<file path="config.mk">
export PLATFORM = sky130hd
export DESIGN_NAME = instr_prefetch_queue_flat
export DESIGN_NICKNAME = d
export VERILOG_FILES = /design/src/rtl/instr_prefetch_queue_if.sv /design/src/rtl/instr_prefetch_queue.sv /design/src/flat_wrapper.sv
export SDC_FILE = /design/constraint.sdc
export NUM_CORES = 1
export LEC_CHECK = 0
export ABC_AREA = 0
export CAP_MARGIN = 30
export CORE_MARGIN = 2
export CORE_UTILIZATION = 30
export DETAILED_ROUTE_END_ITERATION = 10
export GPL_ROUTABILITY_DRIVEN = 0
export PLACE_DENSITY_LB_ADDON = 0.1
export SLEW_MARGIN = 10
export SYNTH_ARGS = -nofsm -noshare
export SYNTH_HDL_FRONTEND = slang
export SYNTH_SLANG_ARGS = --single-unit
</file>
<file path="constraint.sdc">
create_clock -name clk -period 3.9 [get_ports clk]
set_clock_uncertainty 0.15 [all_clocks]
set_input_delay 1.17 -clock clk [delete_from_list [all_inputs] [get_ports clk]]
set_output_delay 1.17 -clock clk [all_outputs]
set_load 0.005 [all_outputs]
</file>
<file path="src/rtl/instr_prefetch_queue_if.sv">
// ----------------------------------------------------------------------------
// instr_prefetch_queue_if
//
// Bundles every non-clock/reset signal of the instruction prefetch queue.
//   master : the prefetch queue itself (drives memory requests and the IF
//            head, receives redirect, memory responses and IF/ID ready).
//   slave  : the surroundings (EX redirect source, instruction memory,
//            IF/ID register).
//
// Signals
//   redirect_i / redirect_pc_i   flush + new fetch target (bits [1:0] ignored)
//   mem_req_valid_o / _addr_o    word fetch request, held until accepted
//   mem_req_ready_i              memory accepts the request
//   mem_rsp_valid_i / _data_i    in-order instruction response
//   if_valid_o / if_instr_o      head instruction toward IF/ID
//   if_pc_o / if_pc_plus_4_o     PC of the head and PC + 4
//   if_ready_i                   IF/ID accepts the head
//
// Optional macro PFQ_STATS_EN adds stat_redirects_o, stat_dropped_o and
// stat_starve_o.
// ----------------------------------------------------------------------------
interface instr_prefetch_queue_if;
    logic        redirect_i;
    logic [31:0] redirect_pc_i;
    logic        mem_req_valid_o;
    logic [31:0] mem_req_addr_o;
    logic        mem_req_ready_i;
    logic        mem_rsp_valid_i;
    logic [31:0] mem_rsp_data_i;
    logic        if_valid_o;
    logic [31:0] if_instr_o;
    logic [31:0] if_pc_o;
    logic [31:0] if_pc_plus_4_o;
    logic        if_ready_i;
`ifdef PFQ_STATS_EN
    logic [31:0] stat_redirects_o;
    logic [31:0] stat_dropped_o;
    logic [31:0] stat_starve_o;
`endif

    modport master (
        input  redirect_i, redirect_pc_i,
        output mem_req_valid_o, mem_req_addr_o,
        input  mem_req_ready_i, mem_rsp_valid_i, mem_rsp_data_i,
        output if_valid_o, if_instr_o, if_pc_o, if_pc_plus_4_o,
`ifdef PFQ_STATS_EN
        output stat_redirects_o, stat_dropped_o, stat_starve_o,
`endif
        input  if_ready_i
    );

    modport slave (
        output redirect_i, redirect_pc_i,
        input  mem_req_valid_o, mem_req_addr_o,
        output mem_req_ready_i, mem_rsp_valid_i, mem_rsp_data_i,
        input  if_valid_o, if_instr_o, if_pc_o, if_pc_plus_4_o,
`ifdef PFQ_STATS_EN
        input  stat_redirects_o, stat_dropped_o, stat_starve_o,
`endif
        output if_ready_i
    );
endinterface

</file>
<file path="src/rtl/instr_prefetch_queue.sv">
// ----------------------------------------------------------------------------
// instr_prefetch_queue
//
// Fetch front end in front of the IF/ID register. Issues sequential word
// fetches to a variable-latency, in-order memory port, keeps the returned
// instructions with their PCs in a DEPTH-slot queue and hands them to IF/ID
// over a valid/ready handshake. A redirect flushes the queue, restarts fetch
// at the new target and discards the responses of requests still in flight.
//
// Ports
//   clk   rising-edge clock
//   rst   asynchronous, active-high reset; clears all control state
//   bus   instr_prefetch_queue_if.master (redirect, memory request/response,
//         IF head handshake; see the interface file)
//
// Parameters
//   DEPTH     queue slots and max outstanding requests (power of 2, >= 2)
//   RESET_PC  first fetch address after reset
//
// Optional macro PFQ_STATS_EN: saturating 32-bit counters for redirect
// cycles, discarded responses and starved IF/ID cycles.
// ----------------------------------------------------------------------------
module instr_prefetch_queue #(
    parameter int unsigned DEPTH    = 4,
    parameter logic [31:0] RESET_PC = 32'h0000_0000
) (
    input logic                    clk,
    input logic                    rst,
    instr_prefetch_queue_if.master bus
);
    localparam int unsigned PW = $clog2(DEPTH);
    localparam int unsigned CW = PW + 1;

    // RUN: no stale responses pending. DRAIN: drop_q responses still to discard.
    typedef enum logic {RUN, DRAIN} state_t;

    state_t         state_q;
    logic [PW-1:0]  head_q;
    logic [PW-1:0]  tail_q;
    logic [PW-1:0]  fill_q;
    logic [CW-1:0]  count_q;     // reserved slots, filled or not
    logic [CW-1:0]  pend_q;      // reserved slots still waiting for data
    logic [CW-1:0]  drop_q;      // in-flight responses belonging to flushed requests
    logic [31:0]    fetch_pc_q;
    logic [DEPTH-1:0] filled_q;
    logic [31:0]    pc_mem    [DEPTH];
    logic [31:0]    instr_mem [DEPTH];

    logic [CW:0]      occupancy;
    logic             req_valid;
    logic             req_fire;
    logic             rsp_drop;
    logic             rsp_fill;
    logic             rsp_used;
    logic             head_valid;
    logic             pop;
    logic [CW-1:0]    drop_next;
    logic [DEPTH-1:0] filled_next;
    logic             unused_pc_lsb;

    // Stale responses and live slots share the DEPTH budget, so a flushed
    // request keeps its credit until its response has come back.
    assign occupancy = {1'b0, count_q} + {1'b0, drop_q};
    assign req_valid = !rst && (occupancy < (CW+1)'(DEPTH));
    assign req_fire  = req_valid && bus.mem_req_ready_i;

    assign rsp_drop  = bus.mem_rsp_valid_i && (state_q == DRAIN);
    // A response with nothing outstanding is ignored.
    assign rsp_fill  = bus.mem_rsp_valid_i && (state_q == RUN) && (pend_q != '0);
    assign rsp_used  = rsp_drop || rsp_fill;

    assign head_valid = filled_q[head_q];
    assign pop        = head_valid && bus.if_ready_i && !bus.redirect_i;

    assign unused_pc_lsb = ^bus.redirect_pc_i[1:0];

    // On redirect every unfilled slot, plus a request accepted this very
    // cycle, turns into a response that must be thrown away.
    always_comb begin
        if (bus.redirect_i) begin
            drop_next = drop_q + pend_q + CW'(req_fire) - CW'(rsp_used);
        end else begin
            drop_next = drop_q - CW'(rsp_drop);
        end
    end

    always_comb begin
        filled_next = filled_q;
        if (pop) begin
            filled_next[head_q] = 1'b0;
        end
        if (rsp_fill) begin
            filled_next[fill_q] = 1'b1;
        end
    end

    always_ff @(posedge clk or posedge rst) begin
        if (rst) begin
            state_q    <= RUN;
            head_q     <= '0;
            tail_q     <= '0;
            fill_q     <= '0;
            count_q    <= '0;
            pend_q     <= '0;
            drop_q     <= '0;
            fetch_pc_q <= RESET_PC;
            filled_q   <= '0;
        end else begin
            drop_q  <= drop_next;
            state_q <= (drop_next != '0) ? DRAIN : RUN;
            if (bus.redirect_i) begin
                head_q     <= '0;
                tail_q     <= '0;
                fill_q     <= '0;
                count_q    <= '0;
                pend_q     <= '0;
                filled_q   <= '0;
                fetch_pc_q <= {bus.redirect_pc_i[31:2], 2'b00};
            end else begin
                if (req_fire) begin
                    tail_q     <= tail_q + PW'(1);
                    fetch_pc_q <= fetch_pc_q + 32'd4;
                end
                if (rsp_fill) begin
                    fill_q <= fill_q + PW'(1);
                end
                if (pop) begin
                    head_q <= head_q + PW'(1);
                end
                count_q  <= count_q + CW'(req_fire) - CW'(pop);
                pend_q   <= pend_q + CW'(req_fire) - CW'(rsp_fill);
                filled_q <= filled_next;
            end
        end
    end

    // Slot payload: no reset needed, only read when the filled bit is set.
    always_ff @(posedge clk) begin
        if (req_fire) begin
            pc_mem[tail_q] <= fetch_pc_q;
        end
        if (rsp_fill) begin
            instr_mem[fill_q] <= bus.mem_rsp_data_i;
        end
    end

    assign bus.mem_req_valid_o = req_valid;
    assign bus.mem_req_addr_o  = fetch_pc_q;
    assign bus.if_valid_o      = head_valid;
    assign bus.if_instr_o      = head_valid ? instr_mem[head_q] : 32'd0;
    assign bus.if_pc_o         = head_valid ? pc_mem[head_q] : 32'd0;
    assign bus.if_pc_plus_4_o  = head_valid ? pc_mem[head_q] + 32'd4 : 32'd0;

`ifdef PFQ_STATS_EN
    logic [31:0] stat_redirects_q;
    logic [31:0] stat_dropped_q;
    logic [31:0] stat_starve_q;

    function automatic logic [31:0] sat_inc(input logic [31:0] v, input logic en);
        return (en && (v != 32'hFFFF_FFFF)) ? v + 32'd1 : v;
    endfunction

    always_ff @(posedge clk or posedge rst) begin
        if (rst) begin
            stat_redirects_q <= '0;
            stat_dropped_q   <= '0;
            stat_starve_q    <= '0;
        end else begin
            stat_redirects_q <= sat_inc(stat_redirects_q, bus.redirect_i);
            stat_dropped_q   <= sat_inc(stat_dropped_q, rsp_drop);
            stat_starve_q    <= sat_inc(stat_starve_q, bus.if_ready_i && !head_valid);
        end
    end

    assign bus.stat_redirects_o = stat_redirects_q;
    assign bus.stat_dropped_o   = stat_dropped_q;
    assign bus.stat_starve_o    = stat_starve_q;
`endif
endmodule

</file>
<file path="src/flat_wrapper.sv">
// flat-port wrapper written by rule: the top's interface ports become plain ports
module instr_prefetch_queue_flat 
#(
    parameter int unsigned DEPTH    = 4,
    parameter logic [31:0] RESET_PC = 32'h0000_0000
)
  (clk, rst, bus_redirect_i, bus_redirect_pc_i, bus_mem_req_valid_o, bus_mem_req_addr_o, bus_mem_req_ready_i, bus_mem_rsp_valid_i, bus_mem_rsp_data_i, bus_if_valid_o, bus_if_instr_o, bus_if_pc_o, bus_if_pc_plus_4_o, bus_if_ready_i);
  instr_prefetch_queue_if bus_i ();
  input logic clk;
  input logic rst;
  input wire logic [$bits(bus_i.redirect_i)-1:0] bus_redirect_i;
  input wire logic [$bits(bus_i.redirect_pc_i)-1:0] bus_redirect_pc_i;
  output wire logic [$bits(bus_i.mem_req_valid_o)-1:0] bus_mem_req_valid_o;
  output wire logic [$bits(bus_i.mem_req_addr_o)-1:0] bus_mem_req_addr_o;
  input wire logic [$bits(bus_i.mem_req_ready_i)-1:0] bus_mem_req_ready_i;
  input wire logic [$bits(bus_i.mem_rsp_valid_i)-1:0] bus_mem_rsp_valid_i;
  input wire logic [$bits(bus_i.mem_rsp_data_i)-1:0] bus_mem_rsp_data_i;
  output wire logic [$bits(bus_i.if_valid_o)-1:0] bus_if_valid_o;
  output wire logic [$bits(bus_i.if_instr_o)-1:0] bus_if_instr_o;
  output wire logic [$bits(bus_i.if_pc_o)-1:0] bus_if_pc_o;
  output wire logic [$bits(bus_i.if_pc_plus_4_o)-1:0] bus_if_pc_plus_4_o;
  input wire logic [$bits(bus_i.if_ready_i)-1:0] bus_if_ready_i;
  assign bus_i.redirect_i = bus_redirect_i;
  assign bus_i.redirect_pc_i = bus_redirect_pc_i;
  assign bus_mem_req_valid_o = bus_i.mem_req_valid_o;
  assign bus_mem_req_addr_o = bus_i.mem_req_addr_o;
  assign bus_i.mem_req_ready_i = bus_mem_req_ready_i;
  assign bus_i.mem_rsp_valid_i = bus_mem_rsp_valid_i;
  assign bus_i.mem_rsp_data_i = bus_mem_rsp_data_i;
  assign bus_if_valid_o = bus_i.if_valid_o;
  assign bus_if_instr_o = bus_i.if_instr_o;
  assign bus_if_pc_o = bus_i.if_pc_o;
  assign bus_if_pc_plus_4_o = bus_i.if_pc_plus_4_o;
  assign bus_i.if_ready_i = bus_if_ready_i;
  instr_prefetch_queue #(.DEPTH(DEPTH), .RESET_PC(RESET_PC)) u_core (.clk(clk), .rst(rst), .bus(bus_i));
endmodule
</file>
# --- After elaboration in Yosys (flattened, before gate mapping) ---
# Memories as Yosys holds them, arrays and structs flattened.
# Index checks and enable logic that the tools add are counted.
classes:
  add_sub_neg: 14
  reduce_logical: 17
  order_cmp: 5
  bitwise_logic: 4
  n_mux: 28
op_table:
  columns: ["cell", "count"]
  rows:
  - ["32-bit two-way mux", 5]
  - ["32-bit by 3-bit adder with 32-bit output, second input constant", 2]
  - ["2-bit two-way mux", 6]
  - ["4-bit two-way mux", 3]
  - ["3-bit by 1-bit subtractor with 3-bit output", 4]
  - ["3-bit by 1-bit adder with 3-bit output", 3]
  - ["1-bit logical AND", 9]
  - ["3-bit two-way mux", 3]
  - ["1-bit two-way mux", 8]
  - ["2-bit by 1-bit adder with 2-bit output, second input constant", 3]
  - ["2-bit by 3-bit < comparator with 1-bit output, second input constant", 2]
  - ["2-bit nonzero test", 3]
  - ["3-bit nonzero test", 2]
  - ["3-bit by 3-bit adder with 4-bit output", 1]
  - ["4-bit AND", 1]
  - ["1-bit demux with 2-bit select", 2]
  - ["2-bit by 1-bit greater-or-equal comparator with 1-bit output, second input constant", 2]
  - ["4-bit by 3-bit < comparator with 1-bit output, second input constant", 1]
  - ["4-bit inverter", 1]
  - ["4-bit OR", 1]
  - ["3-bit adder", 1]
  - ["1-bit binary-select mux with 2-bit select", 1]
  - ["1-bit zero test", 2]
  - ["1-bit logical OR", 1]
  - ["1-bit inverter", 1]
word_totals:
  ram_bits: 256
  in_bits: 70
  mem_count: 2
  out_inout_bits: 130
  register_bits: 52
  word_cells: 79
memory_table:
  columns: ["name", "words", "word_bits", "read_ports", "rd_clocked_by_memory_dff", "write_ports", "line", "source"]
  rows:
  - ["u_core.instr_mem", 4, 32, 1, 0, 1, "instr_prefetch_queue.sv:47", "logic [31:0] instr_mem [DEPTH];"]
  - ["u_core.pc_mem", 4, 32, 1, 0, 1, "instr_prefetch_queue.sv:46", "logic [31:0] pc_mem [DEPTH];"]

# --- Depth between registers and ports, before layout ---
# Gate-level depths: netlist of run 1.
logic_depth:
  ltp_word: 10
  ltp_mapped: 17
  mapped_depth_nobuf: 13

# --- Worst setup path after synthesis of run 1 ---
# Ideal clock, no wire load.
synth_timing:
  kind: "input port to flip-flop"
  start: "in rst"
  end: "reg u_core.state_q"
  t_arrival_ns: 3.518
  path_stages: 8
  path_buffers: 1
  path_slack_ns: 0.101
  setup_time_ns: 0.131
  required_ns: 3.619
  path_cell_list: "or4_4 > nor3b_1 > clkbuf_1 > fa_1 > fa_1 > inv_1 > mux2i_1 > or3_1"
synth_between:
  elab_chain_cells: 8
synth_lines:
  columns: ["element", "line", "source"]
  rows:
  - ["start: declaration", "flat_wrapper.sv:10", "input logic rst;"]
  - ["1-bit zero test", "instr_prefetch_queue.sv:64", "assign req_valid = !rst && (occupancy < (CW+1)'(DEPTH));"]
  - ["1-bit logical AND", "instr_prefetch_queue.sv:64", null]
  - ["1-bit logical AND", "instr_prefetch_queue.sv:65", "assign req_fire = req_valid && bus.mem_req_ready_i;"]
  - ["3-bit by 1-bit adder with 3-bit output", "instr_prefetch_queue.sv:81", "drop_next = drop_q + pend_q + CW'(req_fire) - CW'(rsp_used);"]
  - ["3-bit by 1-bit subtractor with 3-bit output", "instr_prefetch_queue.sv:81", null]
  - ["3-bit two-way mux", "instr_prefetch_queue.sv:80", "if (bus.redirect_i) begin"]
  - ["net u_core.drop_next[1]", "instr_prefetch_queue.sv:57", "logic [CW-1:0] drop_next;"]
  - ["3-bit nonzero test", "instr_prefetch_queue.sv:110", "state_q <= (drop_next != '0) ? DRAIN : RUN;"]
  - ["1-bit two-way mux", "instr_prefetch_queue.sv:110", null]
  - ["end signal: assignment", "instr_prefetch_queue.sv:110", null]
  - ["end: declaration", "instr_prefetch_queue.sv:37", "state_t state_q;"]
# The timed path passes the listed nets, and every way through them passes these cells.
# A chain may end at the register's enable or synchronous reset.

# --- Worst setup path in the final report of run 1 ---
layout_timing:
  start: "reg u_core.head_q[0]"
  end: "out bus_if_pc_plus_4_o[24]"
layout_between:
  elab_chain_cells: 3
  word_cells_on_any_way: 5
  classes_between: "1 x add/sub; 3 x mux; 1 x memory"
layout_lines:
  columns: ["element", "line", "source"]
  rows:
  - ["start: declaration", "instr_prefetch_queue.sv:38", "logic [PW-1:0] head_q;"]
  - ["start signal: assignment", "instr_prefetch_queue.sv:128", "head_q <= head_q + PW'(1);"]
  - ["memory read 4 x 32 bit or 1-bit binary-select mux with 2-bit select (tied branches)", null, null]
  - ["32-bit by 3-bit adder with 32-bit output or 1-bit two-way mux (tied branches)", "instr_prefetch_queue.sv:152, instr_prefetch_queue.sv:72", null]
  - ["32-bit two-way mux *", "instr_prefetch_queue.sv:152", "assign bus.if_pc_plus_4_o = head_valid ? pc_mem[head_q] + 32'd4 : 32'd0;"]
  - ["end: declaration", "flat_wrapper.sv:21", "output wire logic [$bits(bus_i.if_pc_plus_4_o)-1:0] bus_if_pc_plus_4_o;"]
# Every way passes the cells marked *; elsewhere a longest branch is shown, timed or not. The select of a mux whose other input is x is not followed.

==> reports/qor.csv, run 1 <==
metric,value,unit
synth-seq-cells,298,
dp.cells,1679,
slew_headroom,0.457,
vias,8366,
syn_inst,850,
layout.nets,1315,
crit_path_end_kind,output pin,
crit_type,reg -> out,
area_growth,45.6,%
period_needed,4.33,ns
hpwl,22.3,mm
rows,76,
wl,35.7,mm
startpoint_type,flip-flop,
slowest_stage,dfrtp_4,
path_clk_slew,0.06,ns
ant_nets,0,
reg2reg_depth,16,
fin_ws,-0.429,ns
syn_avg_cell_area,15.5,um^2
htreeDepth,2,
ys_seq_area_frac,0.661,
p_total,8330,uW
grt_antenna_before_repair,0,
crit_path_cell_trace,buf_4 -> buf_16 -> mux4_2 -> and4_4 -> nand2_8 -> buf_12 -> buf_6 -> nor3_4 -> mux2_4 -> buf_2,
grt_pass1_vias,8708,
final_cell_area,19200,um^2
via_per_inst,4.58,
critPathMaxStageDelay,0.57,ns
worstPathMaxFanout,7,
cts_buffers,36,
yosysMostFrequentCell,edfxtp_1,
setup_tns,-6.67,ns
cts.path.max_buffers,3,
grt_max_degree,78,
static-leakage-power,0.00719,uW
synth_top_area_cell,edfxtp_1,
drt_iter0_drc,435,
drtPass1Iterations,4,
route.detailed.drc,0,
port_buffers,191,
ys.flop_type,edfxtp_1,
maxSlewViolCount,0,
start_util,0.305,
arrival,3.01,ns
hp-class,reg -> reg,
grt_pass1_wl,53.3,mm
violations,setup timing,
postSynth.asyncResetShare,0.168,
fillerInstances,3961,
final_cells,1826,
synth_edf_count,248,
cts-root-buf,clkbuf_16,
clock.fmax,231,MHz
synth.distinct_cells,42,
synth.area.top_cells,"edfxtp_1, mux4_2, dfrtp_1",
clk-insertion-delay-late,0.54,ns
placed_area,16500,um^2
finalCritPeriodShare,1.11,
wl_per_cell,19.6,um
die-area,45600,um^2
die_x,214,um
drive_above_1_share,0.406,
hold_viol,0,
rsz0062_at_grt,true,
fp.dieH,214,um
cts-hold-fix-buffers,0,
yosys.area.top_type_share,0.566,
tightest_slew,0.814,ns
io_pins,200,
drv_cap,0,
finalSetupViolations,34,
diodes,0,
yosys-top-cells-count,"edfxtp_1, and2_1, mux4_2",
min_path_cells,1,
power_density,435,nW/um^2
status,"complete, but fails checks",
cts_tree,yes,
cp.required,2.58,ns
cts.sinks,298,
grt_usage,0.158,
irDropWorstVdd,297,uV
synth.yosys.warnings,0,
overflow,0,
coreArea,43200,um^2
syn-cell-area,13200,um^2
==> sequential cells by signal, indices dropped and copies added (netlist names) <==
register,flops
u_core.bus.mem_req_addr_o,30
u_core.count_q,3
u_core.drop_q,3
u_core.fill_q,2
u_core.filled_q,4
u_core.head_q,2
u_core.instr_mem,128
u_core.pc_mem,120
u_core.pend_q,3
u_core.state_q,1
u_core.tail_q,2
==> layer usage <==
layer  routed length [um]  share of wire  global-route usage  vias up
met5                    0              0                   0        -
met1                16100           0.45               0.213     4253
li1                     -              -                   -     3898
met2                17300           0.48               0.258      162
met4                  772          0.022              0.0455        0
met3                 1540          0.043              0.0337       53
==> area by class of cell <==
type / count / area (um^2) / area share
clock inverter: 17 / 114 / 0.00594
multi-input combinational: 481 / 4680 / 0.244
clock buffer: 45 / 966 / 0.0504
sequential: 298 / 8710 / 0.454
inverter: 27 / 114 / 0.00594
timing repair buffer: 373 / 3860 / 0.201
tap: 585 / 732 / 0.0382
==> cells by family after synthesis <==
kind of cell / after synthesis / share of synthesized area
AO/OA/AOI/OAI: 44 / 0.0175
XOR/XNOR: 50 / 0.0333
adder cells (fa/ha/maj): 28 / 0.0289
buffers and inverters: 76 / 0.0257
flip-flops: 298 / 0.661
multiplexers: 83 / 0.123
other: 1 / 0.000285
AND/OR/NAND/NOR: 270 / 0.111
==> worst paths after layout <==
check	start	to	slack, ns
setup / recovery	u_core.head_q[0]	bus_if_pc_plus_4_o[24]	-0.43
hold / removal	u_core.drop_q[2]	u_core.drop_q[2]	0.36
setup reg to reg	u_core.head_q[1]	u_core.count_q[2]	0.39
hold reg to reg	u_core.drop_q[2]	u_core.drop_q[2]	0.36
max in group asynchronous	rst	u_core.bus.mem_req_addr_o[20]	1.95
min in group asynchronous	rst	u_core.filled_q[2]	1.05
==> cell usage in the layout (no fill, tap or decap), types with 9 or more instances in the layout <==
cell and n:
edfxtp_1 248, clkdlybuf4s50_1 96, buf_6 94, buf_4 81, mux4_2 62, nand2_1 48
dfrtp_1 48, nor2_1 46, and2_4 46, clkbuf_16 39, buf_2 33, buf_12 29
xnor2_1 27, and2_1 25, inv_1 23, ha_1 23, xor2_1 19, o21ai_1 19
clkbuf_2 17, nand3_1 13, mux2_4 13, o21ai_0 13, nand4_1 11, and3_1 9
nor3_4 9, buf_8 9
==> per-stage QoR <==
stage                     hold WS, ns  setup slack [ns]  utilization
final                           0.357            -0.429        0.444
after global routing            0.402            -0.508        0.444
after CTS                       0.367            -0.450        0.441
after detailed placement        0.359            -0.328        0.383
after global placement          0.346            -0.343        0.383
after floorplan                 0.314             0.101            -
==> power by group <==
part / switching (uW) / leakage [uW] / total, uW / internal, uW
clock network: 1290 / 0.000527 / 3100 / 1820
logic: 644 / 0.00379 / 1460 / 821
registers: 133 / 0.00287 / 3770 / 3630
==> worst max-delay path: cells and delay by family (launching register included) <==
family	cells	cell delay (ns)
buffers and inverters	5	0.74
multiplexers	2	0.68
flip-flops	1	0.57
AND/OR/NAND/NOR	3	0.49
==> repair_timing <==
action,CTS,global route
resized for setup,543,104
cloned,7,2
buffers inserted,74,23
pin swaps,64,42
endpoints found under the setup margin,94,83
No activity file was read; power rests on OpenSTA's default activity.
==> run 2: changes to the inputs <==
--- a/config.mk
+++ b/config.mk
@@ -6,7 +6,6 @@
 export NUM_CORES = 1
 export LEC_CHECK = 0
 export ABC_AREA = 0
-export CAP_MARGIN = 30
 export CORE_MARGIN = 2
 export CORE_UTILIZATION = 30
 export DETAILED_ROUTE_END_ITERATION = 10
==> constraint.sdc (replaced) <==
create_clock -name clk -period 3.9 [get_ports clk]
set_clock_uncertainty 0.15 [all_clocks]
set_input_delay 0.585 -clock clk [delete_from_list [all_inputs] [get_ports clk]]
set_output_delay 0.585 -clock clk [all_outputs]
set_load 0.005 [all_outputs]
==> run 2 against run 1 <==
Net effect:
- the run still ends with setup timing left
- clock power increased by 7.4%
- wire length decreased by 4.0%
- largest cell class unchanged
- die area unchanged
- flip-flop and latch count unchanged
- fmax increased by 10%
- setup slack improved by 0.39 ns
- worst hold slack got worse by 0.0065 ns
- register-to-register slack improved by 0.19 ns
==> reports/qor.csv, run 2 (synthesized netlist as in run 1, its figures left out) <==
metric,value,unit,change
hold_viol,0,,unchanged
vias,7996,,-4.4%
dpl_worst_slack,0.175,ns,+0.502 ns
die_x,214,um,unchanged
final_common_cell,edfxtp_1,,
crit_type,reg -> out,,
grt_pass1_vias,8373,,-3.8%
cts_buffers,36,,unchanged
path_clk_slew,0.06,ns,about the same
irDropWorstVdd,226,uV,-24%
area_growth,35.2,%,
arrival,3.20,ns,+0.19 ns
power_density,466,nW/um^2,+7.2%
maxSlewViolCount,0,,unchanged
overflow,0,,unchanged
grt_antenna_before_repair,1,,+1
groute.layer.met1.usage,0.213,,+0.000283
wl_per_cell,19.9,um,+1.9%
startpoint_type,flip-flop,,
p_total,8290,uW,-0.48%
cts_tree,yes,,
placed_area,16000,um^2,-3.2%
wl,34.3,mm,-4.0%
via_per_inst,4.65,,+1.4%
use_met2,0.248,,-0.0107
io_pins,200,,unchanged
finalCritPeriodShare,1.01,,-0.100
fp.dieH,214,um,unchanged
cts.sinks,298,,unchanged
start_util,0.305,,unchanged
hp-class,reg -> reg,,
slew_headroom,0.391,,-0.0668
die-area,45600,um^2,unchanged
grt_max_degree,80,,+2.6%
most-common-layout-cells,"edfxtp_1, clkdlybuf4s50_1, and2_1",,
fin_ws,-0.0375,ns,+0.392 ns
rows,76,,unchanged
htreeDepth,2,,unchanged
busiest_layer,met2,,
static-leakage-power,0.00634,uW,-12%
crit_path_end_kind,output pin,,
diodes,0,,unchanged
grt_usage,0.153,,-0.00514
gr-usage-met3,0.0271,,-0.00659
cts.path.max_buffers,3,,unchanged
worstPathMaxFanout,6,,-1
cp.required,3.16,ns,+0.58 ns
largest_register_ff_count,128,,unchanged
violations,setup timing,,
port_buffers,191,,unchanged
ant_nets,0,,unchanged
layout.nets,1208,,-8.1%
drv_cap,0,,unchanged
finalSetupViolations,1,,-97%
clk-insertion-delay-late,0.52,ns,-0.02 ns
cts-root-buf,clkbuf_16,,
drt_iter0_drc,470,,+8.0%
drtPass1Iterations,4,,unchanged
final_cell_area,17800,um^2,-7.2%
route.detailed.drc,0,,unchanged
rsz0062_at_grt,true,,
regMostFlops,u_core.instr_mem,,
status,"complete, but fails checks",,
period_needed,3.94,ns,-0.392 ns
tightest_slew,0.914,ns,+0.100 ns
drive_above_1_share,0.216,,-0.190
hpwl,21.9,mm,-1.7%
coreArea,43200,um^2,unchanged
cts-hold-fix-buffers,0,,unchanged
grt_pass1_wl,51.8,mm,-2.9%
clock.fmax,254,MHz,+10%
==> run 2: cell types whose count changed in the layout (fill, tap and decap cells not counted), moves of 11 or more <==
cell             delta
and2_1             +46
and2_4             -46
buf_12             -16
buf_2              -31
buf_4              -30
buf_6              -88
clkbuf_2           -16
clkdlybuf4s50_1    +74
dlymetal6s2s_1     +11
==> run 2: worst paths after layout <==
path | endpoint | cells after the start | start | slack [ns]
max in group asynchronous | u_core.filled_q[0] | 3 | rst | 2.37
max | bus_if_pc_plus_4_o[28] | 8 | u_core.head_q[0] | -0.04
min | u_core.drop_q[2] | 1 | u_core.drop_q[2] | 0.35
max reg2reg | u_core.count_q[2] | 13 | u_core.head_q[1] | 0.58
min reg2reg | u_core.drop_q[2] | 1 | u_core.drop_q[2] | 0.35
min in group asynchronous | u_core.drop_q[0] | 2 | rst | 0.47
==> run 2: timing repair <==
action                     in CTS  in global routing
pin swaps                       5                  7
gates resized for setup        50                 36
setup buffers                  23                 13
hold endpoints to repair        0                  0
setup endpoints to repair      24                 13
cloned                          1                  1
==> run 2: critical path, stage by stage (launching register included) <==
cell             delay [ns]
dfrtp_4                0.57
mux4_2                 0.41
ha_2                   0.20
and3_4                 0.20
nand3_4                0.11
buf_8                  0.18
nor3_2                 0.20
mux2_1                 0.35
clkdlybuf4s50_1        0.44
==> run 2: layout make-up <==
type                            instances  area [um^2]
Clock buffer                           46          970
Clock inverter                         18          201
Fill cell                            4107        25400
Inverter                               27          101
Multi-Input combinational cell        481         4390
Sequential cell                       298         8710
Tap cell                              585          732
Timing Repair Buffer                  266         2710
==> run 2: stage by stage <==
stage,instances,hold WS [ns],setup TNS (ns),utilization
2_1_floorplan,855,0.314,0,-
3_3_place_gp,1619,0.351,0,0.371
3_5_place_dp,1619,0.349,0,0.371
4_1_cts,1707,0.358,-0.710,0.406
5_1_grt,1721,0.375,-0.263,0.412
6_report,1721,0.351,-0.0375,0.412
==> run 2: report_power, final <==
part / total, uW / internal (uW) / switching, uW / leakage (uW)
Combinational: 1210 / 634 / 571 / 0.00290
Sequential: 3760 / 3630 / 131 / 0.00287
Clock: 3330 / 2030 / 1300 / 0.000569
Total: 8290 / 6290 / 2000 / 0.00634
==> run 2: per-layer routing <==
metal / vias up / wire length [um]
met5: - / 0
li1: 3687 / -
met1: 4099 / 16000
met2: 167 / 16400
met4: 0 / 570
met3: 43 / 1390
==> run 3: changes to the inputs <==
--- a/config.mk
+++ b/config.mk
@@ -11,6 +11,7 @@
 export DETAILED_ROUTE_END_ITERATION = 10
 export GPL_ROUTABILITY_DRIVEN = 0
 export PLACE_DENSITY_LB_ADDON = 0.1
+export SKIP_CTS_REPAIR_TIMING = 1
 export SLEW_MARGIN = 10
 export SYNTH_ARGS = -nofsm -noshare
 export SYNTH_HDL_FRONTEND = slang
==> run 3 against run 2 <==
Net effect:
- the run still ends with setup timing left
- register-to-register slack barely moved
- global-route usage fell by 0.30 points
- core utilization fell by 0.64 points
- worst hold slack hardly changed
- wire length fell by 1.3%
- fmax shrank 2.4%
- sequential power about the same
- via count fell by 1.5%
- flip-flop and latch count stayed put
- first-iteration DRC count down 1.5%
- total power shrank 0.54%
- critical path type unchanged
- largest cell class unchanged
==> reports/qor.csv, run 3 (synthesized netlist as in run 1, its figures left out) <==
metric,value,unit,change
status,"complete, but fails checks",,
violations,setup timing,,
cts-root-buf,clkbuf_16,,
crit_type,reg -> out,,
grt_pass1_vias,8183,,-2.3%
reg2reg_depth,13,,unchanged
timing.rr.start,u_core.head_q[1],,
irDropWorstVdd,226,uV,about the same
fillerInstances,4121,,+0.34%
cts.sinks,298,,unchanged
cts.path.max_buffers,3,,unchanged
hpwl,21.9,mm,unchanged
route.detailed.drc,0,,unchanged
overflow,0,,unchanged
start_util,0.305,,unchanged
clk-insertion-delay-late,0.52,ns,about the same
path_clk_slew,0.06,ns,about the same
area_growth,33.1,%,
crit_path_end_kind,output pin,,
via_per_inst,4.63,,-0.43%
diodes,0,,unchanged
rsz0062_at_grt,true,,
grt_usage,0.150,,-0.00300
hp-class,reg -> reg,,
hold_viol,0,,unchanged
largest_register_ff_count,128,,unchanged
slew_headroom,0.394,,+0.00317
die_x,214,um,unchanged
die-area,45600,um^2,unchanged
multi_input_comb_area,4310,um^2,-1.8%
layout.nets,1189,,-1.6%
drv_cap,0,,unchanged
period_needed,4.03,ns,+0.0967 ns
grt_pass1_wl,50.8,mm,-1.9%
most-common-layout-cells,"edfxtp_1, clkdlybuf4s50_1, and2_1",,
clock.fmax,248,MHz,-2.4%
arrival,3.30,ns,+0.10 ns
cts_buffers,36,,unchanged
htreeDepth,2,,unchanged
port_buffers,191,,unchanged
finalCritPeriodShare,1.03,,+0.0248
regArea,8710,um^2,unchanged
drtPass1Iterations,6,,+2
rows,76,,unchanged
rrSetupSlack,0.58,ns,about the same
static-leakage-power,0.00609,uW,-4.0%
tightest_slew,0.909,ns,-0.00475 ns
critPathLaunch,u_core.head_q[0],,
power_density,471,nW/um^2,+1.0%
final_common_cell,edfxtp_1,,
drt_iter0_drc,463,,-1.5%
setup_tns,-1.03,ns,-0.997 ns
r2r-end,u_core.count_q[2],,
wl_per_cell,19.9,um,-0.19%
vias,7874,,-1.5%
fp.dieH,214,um,unchanged
cp-endpoint,bus_if_pc_plus_4_o[17],,
wl,33.9,mm,-1.3%
finalSetupViolations,11,,+10
startpoint_type,flip-flop,,
worstPathMaxFanout,7,,+1
grt_antenna_before_repair,1,,unchanged
io_pins,200,,unchanged
ant_nets,0,,unchanged
cts_tree,yes,,
dpl_worst_slack,0.175,ns,unchanged
fin_ws,-0.134,ns,-0.0967 ns
regMostFlops,u_core.instr_mem,,
maxSlewViolCount,0,,unchanged
drive_above_1_share,0.193,,-0.0223
cp.required,3.16,ns,about the same
coreArea,43200,um^2,unchanged
grt_max_degree,80,,unchanged
[run 3: per-stage QoR]
step | std cells | util | total power (uW) | cell area (um^2) | hold slack (ns)
2_1_floorplan | 855 | - | 4400 | 13200 | 0.314
3_3_place_gp | 1619 | 0.371 | 4950 | 16000 | 0.351
3_5_place_dp | 1619 | 0.371 | 4960 | 16000 | 0.349
4_1_cts | 1683 | 0.398 | 8340 | 17200 | 0.358
5_1_grt | 1702 | 0.406 | 8660 | 17500 | 0.375
6_report | 1702 | 0.406 | 8250 | 17500 | 0.351
[run 3: area by class of cell]
type,instances,area share
Inverter,27,0.00578
Clock buffer,46,0.0553
Sequential cell,298,0.497
Clock inverter,18,0.0115
Timing Repair Buffer,247,0.143
Tap cell,585,0.0418
Multi-Input combinational cell,481,0.246
[run 3: report_power, final]
group | internal, uW | switching, uW
Sequential | 3630 | 131
Combinational | 604 | 555
Clock | 2030 | 1300
[run 3: how the worst min path moves through the flow]
stage | to | slack (ns) | cells after the start | from
finish | u_core.drop_q[2] | 0.35 | 1 | u_core.drop_q[2]
global route | u_core.drop_q[2] | 0.38 | 1 | u_core.drop_q[2]
CTS | u_core.drop_q[2] | 0.36 | 1 | u_core.drop_q[2]
detailed placement | u_core.drop_q[2] | 0.35 | 1 | u_core.drop_q[2]
global placement | u_core.drop_q[2] | 0.35 | 1 | u_core.drop_q[2]
floorplan | u_core.drop_q[2] | 0.31 | 1 | u_core.drop_q[2]
[run 3: per-layer routing]
metal  wire length, um  vias to the layer above  GRT usage
li1                  -                     3645          -
met1             15800                     4032      0.209
met2             16100                      156      0.242
met3              1410                       41     0.0271
met4               558                        0     0.0390
met5                 0                        -          0
[run 3: worst max-delay path, stage by stage (launching register included)]
cell             delay (ns)
dfrtp_4                0.56
buf_8                  0.17
buf_4                  0.13
mux4_2                 0.38
and4_4                 0.27
buf_4                  0.15
nand2_1                0.08
nor3_1                 0.20
mux2_1                 0.38
clkdlybuf4s50_1        0.46
